<file path="src/rtl/pkt_stat_gen_if.sv">
// Packet stream bundle into pkt_stat_gen: master drives frames, slave observes them.
interface pkt_stat_gen_if;
    logic [3:0]  port_id;
    logic        pkt_valid;
    logic        pkt_sop;
    logic        pkt_eop;
    logic [1:0]  pkt_empty;
    logic        pkt_err;
    logic [31:0] pkt_data;

    modport master (output port_id, pkt_valid, pkt_sop, pkt_eop, pkt_empty, pkt_err, pkt_data);
    modport slave  (input  port_id, pkt_valid, pkt_sop, pkt_eop, pkt_empty, pkt_err, pkt_data);
endinterface

</file>
<file path="src/rtl/pkt_stat_gen.sv">
// Per-packet statistics generator: classifies frames and publishes a held record via a stat_chk level.
// Optional inter-packet-gap counter in vector slot 2 is enabled by defining STAT_GEN_IPG_EN.
module pkt_stat_gen #(
    parameter int unsigned BIT_WIDTH       = 64,
    parameter int unsigned VEC_WIDTH_INDEX = 4,
    parameter int unsigned VEC_WIDTH_VALUE = 32,
    parameter int unsigned VEC_NUM         = 16,
    parameter int unsigned VEC_WIDTH_TOTAL = (VEC_WIDTH_INDEX + VEC_WIDTH_VALUE) * VEC_NUM,
    parameter int unsigned MAX_LEN         = 1518,
    parameter int unsigned HOLD_CYCLES     = 8
) (
    input  logic                       clk,
    input  logic                       rst,
    pkt_stat_gen_if.slave              pkt_i,
    output logic                       stat_chk_o,
    output logic [3:0]                 stat_base_addr_o,
    output logic [BIT_WIDTH-1:0]       stat_bit_o,
    output logic [VEC_WIDTH_TOTAL-1:0] stat_vec_o,
    output logic [15:0]                lost_cnt_o,
    output logic                       busy_o
);
    localparam int unsigned SLOT_W   = VEC_WIDTH_INDEX + VEC_WIDTH_VALUE;
    localparam int unsigned HIGH_CYC = HOLD_CYCLES / 2;
    localparam int unsigned LOW_CYC  = HOLD_CYCLES - HIGH_CYC;
    localparam int unsigned HCNT_W   = $clog2(HOLD_CYCLES + 1);

    typedef enum logic       {S_IDLE, S_IN_PKT} parse_e;
    typedef enum logic [1:0] {P_IDLE, P_HIGH, P_LOW} pub_e;

    parse_e      parse_q;
    logic [15:0] words_q;
    logic [47:0] da_q;
    logic [3:0]  port_q;
    logic        framing_q;

    pub_e                       pub_q;
    logic [HCNT_W-1:0]          hcnt_q;
    logic                       pend_q;
    logic [3:0]                 pend_port_q;
    logic [BIT_WIDTH-1:0]       pend_bit_q;
    logic [VEC_WIDTH_TOTAL-1:0] pend_vec_q;
    logic                       lost_q;
    logic [15:0]                lost_cnt_q;
    logic                       busy_q;
    logic                       chk_q;
    logic [3:0]                 base_q;
    logic [BIT_WIDTH-1:0]       bit_q;
    logic [VEC_WIDTH_TOTAL-1:0] vec_q;

    logic idle_start_c, abort_c, tail_c, stray_c, eop_done_c, done_c;
    logic free_c, accept_c, drop_c, busy_d;
    logic [15:0] words_inc_c, rec_words_c, rec_len_c, rec_len18_c;
    logic [17:0] len_raw_c;
    logic [47:0] rec_da_c;
    logic [3:0]  rec_port_c;
    logic        rec_err_c, rec_bcast_c, rec_mcast_c;
    logic [31:0] rec_ipg_c;
    logic [BIT_WIDTH-1:0]       rec_bit_c, pub_bit_c;
    logic [VEC_WIDTH_TOTAL-1:0] rec_vec_c;

    // Word classification; a sop+eop word inside a frame is treated as its last word.
    assign idle_start_c = pkt_i.pkt_valid & pkt_i.pkt_sop & (parse_q == S_IDLE);
    assign abort_c      = pkt_i.pkt_valid & pkt_i.pkt_sop & ~pkt_i.pkt_eop & (parse_q == S_IN_PKT);
    assign tail_c       = pkt_i.pkt_valid & ~abort_c & (parse_q == S_IN_PKT);
    assign stray_c      = pkt_i.pkt_valid & ~pkt_i.pkt_sop & (parse_q == S_IDLE);
    assign eop_done_c   = (idle_start_c | tail_c) & pkt_i.pkt_eop;
    assign done_c       = eop_done_c | abort_c;

    // Record built from the completing frame
    always_comb begin
        words_inc_c = (words_q == 16'hffff) ? words_q : words_q + 16'd1;
        rec_words_c = words_inc_c;
        rec_da_c    = da_q;
        rec_port_c  = port_q;
        rec_err_c   = pkt_i.pkt_err;
        if (idle_start_c) begin
            rec_words_c = 16'd1;
            rec_da_c    = {pkt_i.pkt_data, 16'h0};
            rec_port_c  = pkt_i.port_id;
        end else if (abort_c) begin
            rec_words_c = words_q;
            rec_err_c   = 1'b1;
        end else if (words_q == 16'd1) begin
            rec_da_c[15:0] = pkt_i.pkt_data[31:16];
        end
        len_raw_c   = {rec_words_c, 2'b00} - {16'h0, (abort_c ? 2'b00 : pkt_i.pkt_empty)};
        rec_len_c   = (|len_raw_c[17:16]) ? 16'hffff : len_raw_c[15:0];
        rec_len18_c = (rec_len_c >= 16'd18) ? rec_len_c - 16'd18 : 16'd0;
        rec_bcast_c = &rec_da_c;
        rec_mcast_c = rec_da_c[40] & ~rec_bcast_c;

        rec_bit_c     = '0;
        rec_bit_c[0]  = 1'b1;
        rec_bit_c[1]  = ~rec_err_c & (rec_len_c >= 16'd64) & (rec_len_c <= 16'(MAX_LEN));
        rec_bit_c[2]  = rec_err_c;
        rec_bit_c[3]  = ~rec_bcast_c & ~rec_mcast_c;
        rec_bit_c[4]  = rec_mcast_c;
        rec_bit_c[5]  = rec_bcast_c;
        rec_bit_c[6]  = rec_len_c < 16'd64;
        rec_bit_c[7]  = rec_len_c == 16'd64;
        rec_bit_c[8]  = (rec_len_c >= 16'd65) & (rec_len_c <= 16'd127);
        rec_bit_c[9]  = (rec_len_c >= 16'd128) & (rec_len_c <= 16'd255);
        rec_bit_c[10] = (rec_len_c >= 16'd256) & (rec_len_c <= 16'd511);
        rec_bit_c[11] = (rec_len_c >= 16'd512) & (rec_len_c <= 16'd1023);
        rec_bit_c[12] = (rec_len_c >= 16'd1024) & (rec_len_c <= 16'(MAX_LEN));
        rec_bit_c[13] = rec_len_c > 16'(MAX_LEN);
        rec_bit_c[14] = (rec_len_c < 16'd64) & rec_err_c;
        rec_bit_c[15] = abort_c | framing_q;

        rec_vec_c = '0;
        rec_vec_c[0 +: SLOT_W]        = {VEC_WIDTH_INDEX'(0), VEC_WIDTH_VALUE'(rec_len_c)};
        rec_vec_c[SLOT_W +: SLOT_W]   = {VEC_WIDTH_INDEX'(1), VEC_WIDTH_VALUE'(rec_len18_c)};
        rec_vec_c[2*SLOT_W +: SLOT_W] = {VEC_WIDTH_INDEX'(2), VEC_WIDTH_VALUE'(rec_ipg_c)};
    end

    // Parser FSM
    always_ff @(posedge clk or posedge rst) begin
        if (rst) begin
            parse_q   <= S_IDLE;
            words_q   <= '0;
            da_q      <= '0;
            port_q    <= '0;
            framing_q <= 1'b0;
        end else begin
            if (stray_c)     framing_q <= 1'b1;
            else if (done_c) framing_q <= 1'b0;
            if (idle_start_c | abort_c) begin
                words_q <= 16'd1;
                da_q    <= {pkt_i.pkt_data, 16'h0};
                port_q  <= pkt_i.port_id;
                parse_q <= (idle_start_c & pkt_i.pkt_eop) ? S_IDLE : S_IN_PKT;
            end else if (tail_c) begin
                words_q <= words_inc_c;
                da_q    <= rec_da_c;
                if (pkt_i.pkt_eop) parse_q <= S_IDLE;
            end
        end
    end

`ifdef STAT_GEN_IPG_EN
    logic [31:0] ipg_cnt_q, ipg_frame_q, ipg_now_c;
    logic        ipg_run_q;

    // Gap restarts after every eop; before the first eop there is no gap to report.
    assign ipg_now_c = ipg_run_q ? ipg_cnt_q : 32'd0;
    assign rec_ipg_c = idle_start_c ? ipg_now_c : ipg_frame_q;

    always_ff @(posedge clk or posedge rst) begin
        if (rst) begin
            ipg_cnt_q   <= '0;
            ipg_frame_q <= '0;
            ipg_run_q   <= 1'b0;
        end else begin
            if (eop_done_c) begin
                ipg_cnt_q <= '0;
                ipg_run_q <= 1'b1;
            end else if (ipg_cnt_q != 32'hffff_ffff) begin
                ipg_cnt_q <= ipg_cnt_q + 32'd1;
            end
            if (idle_start_c)  ipg_frame_q <= ipg_now_c;
            else if (abort_c)  ipg_frame_q <= '0;
        end
    end
`else
    assign rec_ipg_c = 32'd0;
`endif

    // Pending slot is freed on the same edge the publish FSM takes it.
    assign free_c   = pend_q & (pub_q == P_IDLE);
    assign accept_c = done_c & (~pend_q | free_c);
    assign drop_c   = done_c & ~accept_c;
    assign busy_d   = accept_c | (pend_q & ~free_c) |
                      ((pub_q == P_IDLE) ? pend_q
                                         : ~((pub_q == P_LOW) && (hcnt_q == HCNT_W'(LOW_CYC - 1))));

    always_comb begin
        pub_bit_c     = pend_bit_q;
        pub_bit_c[63] = pend_bit_q[63] | lost_q;
    end

    // Pending buffer and publish FSM
    always_ff @(posedge clk or posedge rst) begin
        if (rst) begin
            pub_q       <= P_IDLE;
            hcnt_q      <= '0;
            pend_q      <= 1'b0;
            pend_port_q <= '0;
            pend_bit_q  <= '0;
            pend_vec_q  <= '0;
            lost_q      <= 1'b0;
            lost_cnt_q  <= '0;
            busy_q      <= 1'b0;
            chk_q       <= 1'b0;
            base_q      <= '0;
            bit_q       <= '0;
            vec_q       <= '0;
        end else begin
            busy_q <= busy_d;
            if (accept_c) begin
                pend_q      <= 1'b1;
                pend_port_q <= rec_port_c;
                pend_bit_q  <= rec_bit_c;
                pend_vec_q  <= rec_vec_c;
            end else if (free_c) begin
                pend_q <= 1'b0;
            end
            if (drop_c) begin
                lost_q <= 1'b1;
                if (lost_cnt_q != 16'hffff) lost_cnt_q <= lost_cnt_q + 16'd1;
            end
            case (pub_q)
                P_IDLE: if (pend_q) begin
                    base_q <= pend_port_q;
                    bit_q  <= pub_bit_c;
                    vec_q  <= pend_vec_q;
                    lost_q <= 1'b0;
                    chk_q  <= 1'b1;
                    hcnt_q <= '0;
                    pub_q  <= P_HIGH;
                end
                P_HIGH: if (hcnt_q == HCNT_W'(HIGH_CYC - 1)) begin
                    chk_q  <= 1'b0;
                    hcnt_q <= '0;
                    pub_q  <= P_LOW;
                end else begin
                    hcnt_q <= hcnt_q + HCNT_W'(1);
                end
                P_LOW: if (hcnt_q == HCNT_W'(LOW_CYC - 1)) begin
                    pub_q <= P_IDLE;
                end else begin
                    hcnt_q <= hcnt_q + HCNT_W'(1);
                end
                default: pub_q <= P_IDLE;
            endcase
        end
    end

    assign stat_chk_o       = chk_q;
    assign stat_base_addr_o = base_q;
    assign stat_bit_o       = bit_q;
    assign stat_vec_o       = vec_q;
    assign lost_cnt_o       = lost_cnt_q;
    assign busy_o           = busy_q;
endmodule

</file>
<file path="src/flat_wrapper.sv">
// flat-port wrapper written by rule: the top's interface ports become plain ports
module pkt_stat_gen_flat 
#(
    parameter int unsigned BIT_WIDTH       = 64,
    parameter int unsigned VEC_WIDTH_INDEX = 4,
    parameter int unsigned VEC_WIDTH_VALUE = 32,
    parameter int unsigned VEC_NUM         = 16,
    parameter int unsigned VEC_WIDTH_TOTAL = (VEC_WIDTH_INDEX + VEC_WIDTH_VALUE) * VEC_NUM,
    parameter int unsigned MAX_LEN         = 1518,
    parameter int unsigned HOLD_CYCLES     = 8
)
  (clk, rst, stat_chk_o, stat_base_addr_o, stat_bit_o, stat_vec_o, lost_cnt_o, busy_o, pkt_i_port_id, pkt_i_pkt_valid, pkt_i_pkt_sop, pkt_i_pkt_eop, pkt_i_pkt_empty, pkt_i_pkt_err, pkt_i_pkt_data);
  pkt_stat_gen_if pkt_i_i ();
  input  logic clk;
  input  logic rst;
  output logic stat_chk_o;
  output logic [3:0] stat_base_addr_o;
  output logic [BIT_WIDTH-1:0] stat_bit_o;
  output logic [VEC_WIDTH_TOTAL-1:0] stat_vec_o;
  output logic [15:0] lost_cnt_o;
  output logic busy_o;
  input wire logic [$bits(pkt_i_i.port_id)-1:0] pkt_i_port_id;
  input wire logic [$bits(pkt_i_i.pkt_valid)-1:0] pkt_i_pkt_valid;
  input wire logic [$bits(pkt_i_i.pkt_sop)-1:0] pkt_i_pkt_sop;
  input wire logic [$bits(pkt_i_i.pkt_eop)-1:0] pkt_i_pkt_eop;
  input wire logic [$bits(pkt_i_i.pkt_empty)-1:0] pkt_i_pkt_empty;
  input wire logic [$bits(pkt_i_i.pkt_err)-1:0] pkt_i_pkt_err;
  input wire logic [$bits(pkt_i_i.pkt_data)-1:0] pkt_i_pkt_data;
  assign pkt_i_i.port_id = pkt_i_port_id;
  assign pkt_i_i.pkt_valid = pkt_i_pkt_valid;
  assign pkt_i_i.pkt_sop = pkt_i_pkt_sop;
  assign pkt_i_i.pkt_eop = pkt_i_pkt_eop;
  assign pkt_i_i.pkt_empty = pkt_i_pkt_empty;
  assign pkt_i_i.pkt_err = pkt_i_pkt_err;
  assign pkt_i_i.pkt_data = pkt_i_pkt_data;
  pkt_stat_gen #(.BIT_WIDTH(BIT_WIDTH), .VEC_WIDTH_INDEX(VEC_WIDTH_INDEX), .VEC_WIDTH_VALUE(VEC_WIDTH_VALUE), .VEC_NUM(VEC_NUM), .VEC_WIDTH_TOTAL(VEC_WIDTH_TOTAL), .MAX_LEN(MAX_LEN), .HOLD_CYCLES(HOLD_CYCLES)) u_core (.clk(clk), .rst(rst), .pkt_i(pkt_i_i), .stat_chk_o(stat_chk_o), .stat_base_addr_o(stat_base_addr_o), .stat_bit_o(stat_bit_o), .stat_vec_o(stat_vec_o), .lost_cnt_o(lost_cnt_o), .busy_o(busy_o));
endmodule
</file>
<file path="config.mk">
export PLATFORM = sky130hd
export DESIGN_NAME = pkt_stat_gen_flat
export DESIGN_NICKNAME = d
export VERILOG_FILES = /design/src/rtl/pkt_stat_gen_if.sv /design/src/rtl/pkt_stat_gen.sv /design/src/flat_wrapper.sv
export SDC_FILE = /design/constraint.sdc
export NUM_CORES = 1
export LEC_CHECK = 0
export CORE_AREA = 2 2 272 274
export DETAILED_ROUTE_END_ITERATION = 10
export DIE_AREA = 0 0 274 276
export DONT_BUFFER_PORTS = 1
export PLACE_DENSITY = 0.32
export SKIP_LAST_GASP = 1
export SLEW_MARGIN = 20
export SYNTH_ARGS = -nofsm -noshare
export SYNTH_HDL_FRONTEND = slang
export SYNTH_SLANG_ARGS = --single-unit
</file>
<file path="constraint.sdc">
create_clock -name clk -period 22.3 [get_ports clk]
set_clock_uncertainty 0.2 [all_clocks]
set_input_delay 6.69 -clock clk [delete_from_list [all_inputs] [get_ports clk]]
set_output_delay 6.69 -clock clk [all_outputs]
set_load 0.02 [all_outputs]
</file>
## Word level (Yosys, flattened, before mapping)

Index checks and enable logic that the tools add are counted.

- Bits in registers: 203
- Input port bits: 44
- Logic and storage cells: 146

- $add $sub $neg: 5
- $lt $le $gt $ge: 14
- Equality and inequality tests: 11
- Muxes and demuxes: 40
- Bitwise gates (word level): 42
- Reduce and logical (&&, ||, !) cells: 16

Operator list:

| cell | count |
|---|---|
| 16-bit two-way mux | 10 |
| 48-bit two-way mux | 2 |
| 48-bit AND reduction | 1 |
| 16-bit by 1-bit adder with 16-bit output, second input constant | 2 |
| 16-bit by 7-bit >= comparator with 1-bit output, second input constant | 2 |
| 32-bit two-way mux | 1 |
| 1-bit bitwise AND | 24 |
| 18-bit by 2-bit subtractor with 18-bit output | 1 |
| 16-bit by 1-bit == test with 1-bit output, second input constant | 1 |
| 16-bit == test, second input constant | 1 |
| 16-bit by 7-bit == test with 1-bit output, second input constant | 1 |
| 16-bit by 10-bit >= comparator with 1-bit output, second input constant | 1 |
| 16-bit by 11-bit >= comparator with 1-bit output, second input constant | 1 |
| 16-bit by 5-bit >= comparator with 1-bit output, second input constant | 1 |
| 16-bit by 8-bit >= comparator with 1-bit output, second input constant | 1 |
| 16-bit by 9-bit >= comparator with 1-bit output, second input constant | 1 |
| 16-bit by 11-bit > comparator with 1-bit output, second input constant | 1 |
| 16-bit by 10-bit <= comparator with 1-bit output, second input constant | 1 |
| 16-bit by 11-bit <= comparator with 1-bit output, second input constant | 1 |
| 16-bit by 7-bit <= comparator with 1-bit output, second input constant | 1 |
| 16-bit by 8-bit <= comparator with 1-bit output, second input constant | 1 |
| 16-bit by 9-bit <= comparator with 1-bit output, second input constant | 1 |
| 16-bit by 7-bit < comparator with 1-bit output, second input constant | 1 |
| 1-bit two-way mux | 16 |
| 22 further kinds | 54 |

## Depth between registers and ports, before layout

Gate-level depths: netlist (run 1).

- Depth in word-level cells: 15
- Mapped depth: 20

## Worst setup path before layout (run 1)

No wires, ideal clock.

- Kind: input-to-reg
- Start: input port pkt_i_pkt_sop
- End: register u_core.pend_vec_q[51]
- Setup time: 122 ps
- Arrival time: 10,438 ps
- Required time: 21,978 ps
- Slack: 11,540 ps
- Stages on the path: 18
- Buffers on the path: 2
- Cell sequence: and2_1 -> buf_2 -> nand3_1 -> nand2_1 -> ha_1 -> or3_4 -> nor3_4 -> nand4_1 -> and3b_1 -> buf_6 -> nor2_1 -> ha_1 -> nor2b_1 -> a21oi_1 -> nor3_1 -> nand3_1 -> or4_1 -> a32o_1

- Word-level cells in the longest chain between the ends: 10
- Elaborated cells on any way between the ends: 20
- Those cells by class: add/sub: 2; order compare: 1; mux: 5; bitwise: 11; reduce/logical: 1

Ends and longest elaborated chain:

| what | line | RTL |
|---|---|---|
| start: declaration | flat_wrapper.sv:24 | `input wire logic [$bits(pkt_i_i.pkt_sop)-1:0] pkt_i_pkt_sop;` |
| 1-bit bitwise AND * | pkt_stat_gen.sv:62, pkt_stat_gen.sv:63 |  |
| 1-bit bitwise AND (2 in a row) | pkt_stat_gen.sv:63 | `assign abort_c = pkt_i.pkt_valid & pkt_i.pkt_sop & ~pkt_i.pkt_eop & (parse_q == S_IN_PKT);` |
| 16-bit two-way mux / 1-bit inverter (equally long branches) | pkt_stat_gen.sv:80, pkt_stat_gen.sv:64 |  |
| 16-bit two-way mux / 1-bit bitwise AND (equally long branches) | pkt_stat_gen.sv:76, pkt_stat_gen.sv:64 |  |
| 18-bit by 2-bit subtractor with 18-bit output / 1-bit bitwise AND (equally long branches) | pkt_stat_gen.sv:86, pkt_stat_gen.sv:64 |  |
| 2-bit OR reduction / 1-bit OR (equally long branches) | pkt_stat_gen.sv:87, pkt_stat_gen.sv:66 |  |
| 16-bit two-way mux / 1-bit bitwise AND (equally long branches) | pkt_stat_gen.sv:87, pkt_stat_gen.sv:66 |  |
| 16-bit by 5-bit subtractor with 16-bit output (tied with other cells) | pkt_stat_gen.sv:88 | `rec_len18_c = (rec_len_c >= 16'd18) ? rec_len_c - 16'd18 : 16'd0;` |
| 16-bit two-way mux / 1-bit bitwise AND (equally long branches) | pkt_stat_gen.sv:88, pkt_stat_gen.sv:170 |  |
| end signal: assignment | pkt_stat_gen.sv:203 | `pend_vec_q <= rec_vec_c;` |
| end: declaration | pkt_stat_gen.sv:41 | `logic [VEC_WIDTH_TOTAL-1:0] pend_vec_q;` |

Every way passes the cells marked *; elsewhere a longest branch is shown, timed or not.
A chain may end at the register's enable or synchronous reset.

## Worst setup path in the final report (run 1)

Ends and elaborated chain as after synthesis.

==> results of run 1 <==
==> state kept, by name, indices dropped and copies added, names as in the netlist <==
name                     cells
u_core.stat_base_addr_o      4
u_core.words_q              16
u_core.pend_port_q           4
u_core.pend_q                1
u_core.stat_chk_o            1
u_core.parse_q               1
u_core.stat_vec_o           32
u_core.hcnt_q                4
u_core.lost_cnt_o           16
u_core.framing_q             1
u_core.da_q                 48
u_core.pend_bit_q           16
u_core.pub_q                 2
u_core.busy_o                1
u_core.stat_bit_o           17
u_core.pend_vec_q           32
u_core.lost_q                1
u_core.port_q                4
==> layout by cell type, fill, tap and decap left out, drive strengths merged, types with 10 or more instances in the layout <==
master	synthesis	routed
a21oi	40	40
a22o	30	30
a31oi	15	15
and2	14	14
and3	12	12
buf	608	10
clkbuf	46	37
conb	1	589
dfrtp	201	201
ha	12	12
inv	17	17
mux2	55	55
nand2	195	195
nand3	33	33
nand4	39	39
nor2	75	75
nor3	22	22
nor4	11	11
o21ai	47	47
xnor2	23	23
==> logic make-up after synthesis <==
group                    Yosys count  synth area share, %
other                              1              0.02575
adder cells (fa/ha/maj)           12                1.031
AND/OR/NAND/NOR                  449                15.33
multiplexers                      60                4.683
buffers and inverters            671                32.85
flip-flops                       201                34.54
XOR/XNOR                          29                1.744
AO/OA/AOI/OAI                    204                9.796
==> synthesized netlist by cell type, drive strengths merged (3+ instances only) <==
cell type / number
a22oi: 3
o311ai: 3
a32o: 8
nand4: 39
a22o: 30
nand2b: 9
nand2: 195
o21ai: 47
ha: 12
a21oi: 40
dfrtp: 201
nand4b: 3
nor3: 22
nand3b: 5
a21o: 4
buf: 608
and2: 14
o211ai: 7
o31ai: 4
and4b: 3
inv: 17
a211oi: 5
nor4: 11
xnor2: 23
o41ai: 8
and4: 5
o22a: 3
nand3: 33
a31oi: 15
mux2: 55
mux2i: 4
clkbuf: 46
nor2: 75
and3b: 3
or3: 6
and3: 12
a21boi: 3
or4: 6
xor2: 6
==> final timing paths <==
check | endpoint | cells after the start | startpoint
worst max register to register | u_core.pend_vec_q[51] | 16 | u_core.words_q[0]
min in group asynchronous | u_core.lost_cnt_o[1] | 1 | rst
worst min register to register | u_core.pend_bit_q[0] | 1 | u_core.pend_bit_q[0]
max in group asynchronous | u_core.pend_bit_q[6] | 3 | rst
worst min-delay path | u_core.pend_bit_q[0] | 1 | u_core.pend_bit_q[0]
worst max-delay path | u_core.pend_vec_q[51] | 16 | pkt_i_pkt_sop
==> through the flow <==
| stage | power (mW) | utilization (%) |
|---|---|---|
| 6_report | 1.614 | 19.51 |
| 5_1_grt | 1.730 | 19.51 |
| 2_1_floorplan | 1.157 | - |
| 3_3_place_gp | 1.238 | 18.39 |
| 4_1_cts | 1.642 | 19.46 |
| 3_5_place_dp | 1.241 | 18.39 |
==> per-layer routing <==
layer / track usage [%] / vias up / wire, µm
li1: - / 4272 / -
met1: 11.69 / 4485 / 15410
met2: 15.63 / 350 / 18250
met3: 1.954 / 39 / 2593
met4: 2.244 / 0 / 742
met5: 0 / - / 0
==> area by class of cell <==
cell class | instances | area share (%)
clock inverters | 6 | 0.2474
inverters | 17 | 0.5037
clock buffers | 37 | 5.231
flip-flops and latches | 201 | 35.52
multi-input cells | 1343 | 49.35
repair buffers | 10 | 0.6716
well taps | 959 | 8.474
==> power by group <==
part	internal (mW)	switching, mW	total, mW
combinational	0.203	0.375	0.578
sequential	0.488	0.161	0.648
clock	0.228	0.159	0.387
==> worst max-delay path, cell delays in order <==
cell	delay, ps
and2_1	250
nand2_2	90
buf_4	550
a21boi_0	270
or3_4	430
nor3_4	320
nand4_1	160
and3b_1	310
nor2_1	270
ha_1	240
nor2b_1	170
a21oi_1	90
nor3_1	440
nand3_1	220
or4_1	500
a32o_1	250
==> impl_metrics.tcl, run 1 <==
set metrics [dict create \
    outcome "finished clean" \
    ir_drop_mv 0.06082 \
    cts_tree "done" \
    ctsResizeCount 0 \
    clk_path_buf_depth 3 \
    cts_setup_buffers 0 \
    maxSlewViolCount 0 \
    port_buffers 0 \
    max_freq_ghz 0.09040 \
    dp.cells 2529 \
    final_cell_area_um2 14160 \
    wirelength_mm 36.99 \
    die_w_um 274 \
    setup_viol 0 \
    rsz0062_at_grt "false" \
    fill_cells 8190 \
    routabilityCongestion 0.8098 \
    fin_ws_ps 11240 \
    numCtsBuffers 25 \
    fp-row-count 99 \
    avgSynthCellArea_um2 8.950 \
    synth_flop_cell "dfrtp_1" \
    r2r_setup_slack_ps 15840 \
    drt_iter0_drc 575 \
    synth_seq_cells 201 \
    end_kind "flip-flop" \
    grt_use_total_pct 9.164 \
    cp-start-kind "input port" \
    regArea_um2 5030 \
    grt_pass1_vias 8453 \
    finalSetupTns_ps 0 \
    initial_utilization_pct 20.06 \
    fin_crit_sh_pct 49.60 \
    worst_slew_pin_slew_ps 1008 \
    routedWlPerCell_um 14.38 \
    drv_cap 0 \
    dp_hpwl_mm 27.68 \
    clock_sinks 201 \
    power_density_nw_per_um2 114.0 \
    relSlewSlack_pct 32.19 \
    cellLeakagePower_nw 6.837 \
    crit_type "in2reg" \
    required_ps 22520 \
    drc 0 \
    yosysSeqAreaShare_pct 34.54 \
    yosysWarnings 0 \
    grt_pass1_wl_mm 55.14 \
    grt-ovfl-total 0 \
    yosysTopAreaCell "dfrtp_1" \
    synth_edf_count 0 \
    path_max_fanout 59 \
    netlist.area_leader.share_pct 34.54 \
    multi_input_area_um2 6988 \
    cts-hold-fix-buffers 0 \
    vias 9146 \
    antenna_left 0 \
    synthArstFlopShare_pct 100.0 \
    grt_start_max_net_pins 133 \
    syn2layout_area_growth_pct -2.758 \
    pre_cts_ws_ps 10700 \
    clock-root-buffer "clkbuf_16" \
    fin_nets 1654 \
    insertion_delay_ps 530 \
    drt_pass1_iterations 5 \
    antenna_found_initial 0 \
    vias_per_cell 3.555 \
    ios 706 \
    netlist_area_um2 14560 \
    finalNonFillerCells 2573 \
    num_antenna_cells 0 \
    hold_viol 0 \
    whs_ps 269.2 \
    fp.coreArea_um2 72590 \
    holdCritPathClass "reg2reg" \
    netlist_instances 1627 \
    ys_top_cells_by_area "dfrtp_1 35%, buf_4 30%, nand2_1 5.0%" \
    clk_pin_slew_ps 60 \
    ys_types 79 \
    place_area_um2 13350 \
    period_minus_slack_ps 11060 \
    final_layout_size_suffix_gt1_share_pct 8.116 \
    htreeDepth 1 \
    dieArea_um2 75620 \
    die_h_um 276 \
    cp.arrival_ps 11280 \
]
No activity file was read; power rests on OpenSTA's default activity.
==> run 2: changes to the inputs <==
==> constraint.sdc (replaced) <==
create_clock -name clk -period 11.2 [get_ports clk]
set_clock_uncertainty 0.2 [all_clocks]
set_input_delay 3.36 -clock clk [delete_from_list [all_inputs] [get_ports clk]]
set_output_delay 3.36 -clock clk [all_outputs]
set_load 0.02 [all_outputs]
==> impl_metrics.tcl, run 2 (synthesized netlist as in run 1, its figures left out) <==
set metrics [dict create \
    fin_crit_sh_pct 68.84 \
    fp-row-count 99 \
    whs_ps 270.9 \
    wl_met2_mm 18.45 \
    internal-power_mw 1.822 \
    power_density_nw_per_um2 226.5 \
    routedWlPerCell_um 14.45 \
    cts_setup_buffers 0 \
    die_h_um 276 \
    path_max_fanout 59 \
    drt_iter0_drc 566 \
    drc 0 \
    cts-hold-fix-buffers 0 \
    multi_input_area_um2 6988 \
    vias 9185 \
    routabilityCongestion 0.8088 \
    cp.arrival_ps 7940 \
    hold_viol 0 \
    cts_tree "done" \
    finalSetupTns_ps 0 \
    antenna_left 0 \
    die_w_um 274 \
    clk_path_buf_depth 3 \
    port_buffers 0 \
    htreeDepth 1 \
    syn2layout_area_growth_pct -2.870 \
    hold-path-endpoint "u_core.pend_bit_q[0]" \
    drv_cap 0 \
    end_kind "flip-flop" \
    wl_met3_mm 2.526 \
    period_minus_slack_ps 7710 \
    grt_pass1_wl_mm 55.59 \
    crit_start "pkt_i_pkt_sop" \
    cellLeakagePower_nw 6.821 \
    initial_utilization_pct 20.06 \
    drt_pass1_iterations 5 \
    numCtsBuffers 25 \
    antenna_found_initial 0 \
    outcome "finished clean" \
    worst_slew_pin_slew_ps 983.3 \
    r2r_cells 16 \
    ir_drop_mv 0.1072 \
    regMostFlops "u_core.da_q" \
    maxSlewViolCount 0 \
    insertion_delay_ps 540 \
    dieArea_um2 75620 \
    ios 706 \
    dr.max_layer_used "met4" \
    grt_pass1_vias 8588 \
    fill_cells 8253 \
    whs_path_depth 1 \
    required_ps 11430 \
    crit_type "in2reg" \
    wirelength_mm 37.19 \
    layout_common_cells "589 x conb_1, 201 x dfrtp_1, 193 x nand2_1" \
    r2r_start "u_core.words_q[0]" \
    switching_power_mw 1.381 \
    num_antenna_cells 0 \
    setup_viol 0 \
    dp_hpwl_mm 27.90 \
    r2r_setup_slack_ps 4780 \
    grt_use_total_pct 9.245 \
    p_comb_share_pct 35.7 \
    fin_nets 1654 \
    p_sw_share_pct 43.10 \
    met1_length_mm 15.56 \
    vias_per_cell 3.570 \
    grt_start_max_net_pins 133 \
    final_layout_size_suffix_gt1_share_pct 7.869 \
    seqPwrFrac_pct 40.3 \
    regArea_um2 5030 \
    rsz0062_at_grt "false" \
    relSlewSlack_pct 33.86 \
    layout_commonest_cell "conb_1" \
    clkPwrFrac_pct 24.0 \
    ctsResizeCount 0 \
    max_freq_ghz 0.1297 \
    holdCritPathClass "reg2reg" \
    clock-root-buffer "clkbuf_16" \
    largest_register_ffs 48 \
    clock_sinks 201 \
    grt-ovfl-total 0 \
    clk_pin_slew_ps 60 \
    fp.coreArea_um2 72590 \
    r2r_end "u_core.pend_vec_q[51]" \
    cp-start-kind "input port" \
    hold_start "u_core.pend_bit_q[0]" \
]
[run 2: cell count changes in the layout (fill, tap and decap cells not counted)]
| cell | previous run | this run |
|---|---|---|
| inv_6 | 0 | 2 |
| clkbuf_8 | 7 | 2 |
| clkbuf_1 | 5 | 9 |
| clkinv_2 | 4 | 2 |
| bufinv_16 | 0 | 1 |
[run 2: how the worst max path moves through the flow]
stage	end	cells after the start	slack, ps
after floorplan	u_core.busy_o	1	2160
after global placement	u_core.pend_vec_q[51]	16	3110
after detailed placement	u_core.pend_vec_q[51]	16	2950
after CTS	u_core.pend_vec_q[51]	16	3530
after global routing	u_core.pend_vec_q[51]	16	3040
final	u_core.pend_vec_q[51]	16	3490
[run 2: layout make-up]
class	count	share of cell area, %
Inverter	17	0.5042
Tap cell	959	8.484
Sequential cell	201	35.56
Clock inverter	7	0.5131
Timing Repair Buffer	10	0.6723
Clock buffer	36	4.857
Multi-Input combinational cell	1343	49.41
[run 2: layer usage]
| layer | track usage (%) | up-vias |
|---|---|---|
| met3 | 1.911 | 35 |
| li1 | - | 4262 |
| met4 | 2.146 | 0 |
| met2 | 15.72 | 362 |
| met1 | 11.91 | 4526 |
| met5 | 0 | - |
[run 2: critical path, cell delays in order]
cell and delay [ps]:
and2_1 250, nand2_2 90, buf_4 540, a21boi_0 270
or3_4 430, nor3_4 310, nand4_1 170, and3b_1 320
nor2_1 270, ha_1 250, nor2b_1 160, a21oi_1 80
nor3_1 440, nand3_1 230, or4_1 500, a32o_1 250
[run 2: stage by stage]
step	cells	power, mW	setup slack, ps	util [%]	instance area (µm²)
after floorplan	2215	2.303	2158	-	16770
after global placement	2529	2.465	3105	18.39	13350
after detailed placement	2529	2.472	2947	18.39	13350
after CTS	2572	3.273	3528	19.44	14110
after global routing	2573	3.444	3044	19.49	14140
final	2573	3.203	3490	19.49	14140
[run 2: power by group through the flow]
stage / Combinational [mW] / Clock (mW) / Sequential [mW]
floorplan: 1.10 / 0 / 1.21
global placement: 1.15 / 0 / 1.31
detailed placement: 1.16 / 0 / 1.32
CTS: 1.16 / 0.811 / 1.30
global route: 1.28 / 0.833 / 1.33
finish: 1.14 / 0.770 / 1.29
==> run 3: changes to the inputs <==
==> constraint.sdc (replaced) <==
create_clock -name clk -period 7.3 [get_ports clk]
set_clock_uncertainty 0.2 [all_clocks]
set_input_delay 2.19 -clock clk [delete_from_list [all_inputs] [get_ports clk]]
set_output_delay 2.19 -clock clk [all_outputs]
set_load 0.02 [all_outputs]
==> impl_metrics.tcl, run 3 (synthesized netlist as in run 1, its figures left out) <==
set metrics [dict create \
    max_freq_ghz 0.1539 \
    cellLeakagePower_nw 6.796 \
    grt_pass1_vias 8518 \
    layout_commonest_cell "conb_1" \
    power_density_nw_per_um2 345.1 \
    finalSetupTns_ps 0 \
    routabilityCongestion 0.7927 \
    worst_slew_pin_slew_ps 1015 \
    whs_ps 262.5 \
    insertion_delay_ps 540 \
    regMostFlops "u_core.da_q" \
    cts_tree "done" \
    period_minus_slack_ps 6499 \
    vias_per_cell 3.559 \
    drt_iter0_drc 544 \
    clock-root-buffer "clkbuf_16" \
    final_layout_size_suffix_gt1_share_pct 8.007 \
    wirelength_mm 37.04 \
    antenna_found_initial 0 \
    cts_setup_buffers 0 \
    whs_path_depth 1 \
    clk_path_buf_depth 3 \
    holdCritPathClass "reg2reg" \
    die_w_um 274 \
    vias 9147 \
    num_antenna_cells 0 \
    fin_crit_sh_pct 89.02 \
    grt_pass1_wl_mm 54.75 \
    r2r_cells 15 \
    ctsResizeCount 0 \
    hold_viol 0 \
    dp_hpwl_mm 28.11 \
    numCtsBuffers 24 \
    initial_utilization_pct 20.06 \
    ir_drop_mv 0.1964 \
    fp-row-count 99 \
    outcome "finished clean" \
    fin_util_pct 19.41 \
    cp-start-kind "input port" \
    port_buffers 0 \
    cts-hold-fix-buffers 0 \
    grt-ovfl-total 0 \
    dieArea_um2 75620 \
    rsz0062_at_grt "false" \
    drc 0 \
    pre_cts_ws_ps 293.5 \
    final_cell_area_um2 14090 \
    fin_nets 1655 \
    htreeDepth 1 \
    drt_pass1_iterations 8 \
    setup_viol 0 \
    relSlewSlack_pct 31.74 \
    required_ps 7510 \
    largest_register_ffs 48 \
    clk_pin_slew_ps 50 \
    end_kind "flip-flop" \
    path_max_fanout 13 \
    clock_sinks 201 \
    drv_cap 0 \
    maxSlewViolCount 0 \
    routedWlPerCell_um 14.41 \
    ios 706 \
    layout_common_cells "589 x conb_1, 201 x dfrtp_1, 193 x nand2_1" \
    crit_type "in2reg" \
    antenna_left 0 \
    grt_start_max_net_pins 168 \
    fp.coreArea_um2 72590 \
    grt_use_total_pct 9.166 \
    place_area_um2 13380 \
    die_h_um 276 \
    syn2layout_area_growth_pct -3.222 \
    cp.arrival_ps 6710 \
    fin_ws_ps 801.3 \
]
==> run 3: critical path, stage by stage <==
cell and delay, ps:
and2_1 250, nand3_1 430, nand2_1 210, ha_1 260, or3_4 430, nor3_4 330, nand4_1 160, and3b_1 310
nor2_1 270, ha_1 250, nor2b_1 150, a21oi_1 80, nor3_1 420, nand3_1 210, or4_1 510, a32o_1 260
==> run 3: routing by layer <==
layer | up-vias | GRT usage [%] | part of all wire [%]
met4 | 0 | 2.230 | 1.9
met3 | 49 | 1.998 | 7.4
li1 | 4274 | - | -
met1 | 4460 | 11.77 | 41
met5 | - | 0 | 0
met2 | 364 | 15.51 | 49
==> run 3: area by class of cell <==
class                      instances  area [µm²]
fill                            8242       58490
multi-input combinational       1343        6985
sequential                       201        5030
tap                              959        1200
clock buffer                      32       660.6
timing repair buffer              12       102.6
inverter                          17       67.56
clock inverter                     6       46.29
==> run 3: power breakdown <==
part | internal (mW) | leakage, nW | switching (mW) | total, mW
logic | 0.623 | 3.92 | 1.16 | 1.78
registers | 1.49 | 2.53 | 0.489 | 1.98
clock network | 0.630 | 0.342 | 0.476 | 1.11
==> run 3: stage by stage <==
step,total power [mW],cells
6_report,4.864,2570
3_3_place_gp,3.793,2532
3_5_place_dp,3.804,2532
5_1_grt,5.221,2570
4_1_cts,4.952,2570
2_1_floorplan,3.534,2215
==> run 3: final timing paths <==
check	startpoint	end	slack (ps)
max in group asynchronous	rst	u_core.pend_vec_q[45]	4000
hold reg to reg	u_core.pend_bit_q[0]	u_core.pend_bit_q[0]	260
setup reg to reg	u_core.words_q[0]	u_core.pend_vec_q[51]	1260
hold / removal	u_core.pend_bit_q[0]	u_core.pend_bit_q[0]	260
min in group asynchronous	rst	u_core.da_q[7]	1460
setup / recovery	pkt_i_pkt_sop	u_core.pend_vec_q[51]	800
==> RTL edit: new RTL, flow settings as in run 2 <==
Register the output `lost_cnt_o` once more, cleared by the reset; this adds one clock of latency there. The other outputs are not delayed to match.
--- a/src/rtl/pkt_stat_gen.sv
+++ b/src/rtl/pkt_stat_gen.sv
@@ -239,7 +239,13 @@
     assign stat_base_addr_o = base_q;
     assign stat_bit_o       = bit_q;
     assign stat_vec_o       = vec_q;
-    assign lost_cnt_o       = lost_cnt_q;
+    always_ff @(posedge clk or posedge rst) begin
+        if (rst) begin
+            lost_cnt_o <= '0;
+        end else begin
+            lost_cnt_o <= lost_cnt_q;
+        end
+    end
     assign busy_o           = busy_q;
 endmodule
 
Check against the original RTL: not equivalent (a bounded check fails within 4 cycles, from zero or initial values and one cycle with rst high).
==> RTL edit against run 2 <==
Synthesized area increased by 3.5%; critical path type unchanged; wire length about the same; sequential cell count is 16 higher; maximum frequency down 3.1%; final area increased by 4.8%; power up 5.8%; register-to-register slack improved by 190 ps; setup slack worse by 250 ps.
==> RTL edit: results (changes against run 2) <==
metric,value,unit,change
synth-xor-area-share,2.43,%,was 1.74%
grt_pass1_wl,55700,µm,was 55600 µm
routedWlPerCell,14.1,µm,was 14.5 µm
synth.distinct_cells,80,,was 79
n_all_buffers,13,,was 10
yosys-mux-area-fraction,4.46,%,was 4.68%
nets,1721,,was 1654
seq_power,1.33,mW,was 1.29 mW
globalRouteTotalUtil,9.23,%,was 9.24%
min_path_cells,0,,was 1
seq_cells,217,,was 201
grt_antenna_before_repair,2,,was 0
num-fill-cells,8204,,was 8253
inverters,16,,was 17
multi_input_area,0.00711,mm²,was 0.00699 mm²
gp_congestion,0.795,,was 0.809
seq_share,36.6,%,was 35.6%
grt_max_degree,110,,was 133
ir_drop,0.000131,V,was 0.000107 V
seqPwrFrac,39.2,%,was 40.3%
buf_share,0.658,%,was 0.672%
p_sw_share,41.8,%,was 43.1%
drive_gt1_share,8.62,%,was 7.87%
clkLatencyLatePin,560,ps,was 540 ps
cts_buffers,27,,was 25
post-dp-hpwl,28200,µm,was 27900 µm
drt_iter0_markers,483,,was 566
reg2reg_depth,19,,was 16
worst-path-max-fanout,27,,was 59
clk_share,6.19,%,was 5.37%
comb_power_share,34.4,%,was 35.7%
synth_commonest_cells,"buf_4 (594), nand2_1 (238), dfrtp_1 (217), nor2_1 (85), mux2_2 (55)",,"was buf_4 (591), dfrtp_1 (201), nand2_1 (195), nor2_1 (75), mux2_2 (55)"
worst_path_max_delay_cell,nand4b_1,,was buf_4
status,finished clean,,unchanged
leakage,7.08,nW,was 6.82 nW
synthTopCellsByArea,"dfrtp_1 (36%), buf_4 (30%), nand2_1 (5.9%), mux2_2 (4.1%), nor2_1 (2.1%)",,"was dfrtp_1 (35%), buf_4 (30%), nand2_1 (5.0%), mux2_2 (4.3%), nor2_1 (1.9%)"
post-place-ws,2740,ps,was 2950 ps
synth_fa_ha_area_share,0.996,%,was 1.03%
-- RTL edit: changes by cell type after synthesis, moves of 7 or more --
| cell | delta |
|---|---|
| nand2_1 | +43 |
| o31ai_1 | +9 |
| dfrtp_1 | +16 |
| a22o_1 | -29 |
| nor3_1 | +7 |
| nor2_1 | +10 |
| and2_1 | -7 |
-- RTL edit: per-stage QoR --
stage / cells / util (%) / hold slack, ps / area [µm²]
6_report: 2641 / 20.4 / 216 / 14800
2_1_floorplan: 2276 / - / 187 / 17300
5_1_grt: 2641 / 20.4 / 243 / 14800
3_5_place_dp: 2595 / 19.2 / 208 / 13900
3_3_place_gp: 2595 / 19.2 / 209 / 13900
4_1_cts: 2641 / 20.4 / 220 / 14800
-- RTL edit: per-layer routing --
layer | track usage [%] | share of wire (%) | wire [µm] | vias up
li1 | - | - | - | 4421
met1 | 12.2 | 43 | 15900 | 4497
met2 | 15.2 | 48 | 17700 | 397
met3 | 1.93 | 7.6 | 2810 | 42
met4 | 2.38 | 1.9 | 702 | 4
met5 | 0 | 0.073 | 27 | -
-- RTL edit: final timing paths --
path | slack, ps | end | startpoint
setup / recovery | 3240 | u_core.pend_vec_q[49]$_DFFE_PP0P_ | pkt_i_pkt_eop
hold / removal | 220 | u_core.lost_cnt_o[1]$_DFF_PP0_ | u_core.lost_cnt_q[1]$_DFFE_PP0P_
setup reg to reg | 4970 | u_core.pend_vec_q[49]$_DFFE_PP0P_ | u_core.words_q[0]$_DFFE_PP0P_
hold reg to reg | 220 | u_core.lost_cnt_o[1]$_DFF_PP0_ | u_core.lost_cnt_q[1]$_DFFE_PP0P_
max in group asynchronous | 6820 | u_core.stat_bit_o[12]$_DFFE_PP0P_ | rst
min in group asynchronous | 2570 | u_core.lost_cnt_o[4]$_DFF_PP0_ | rst
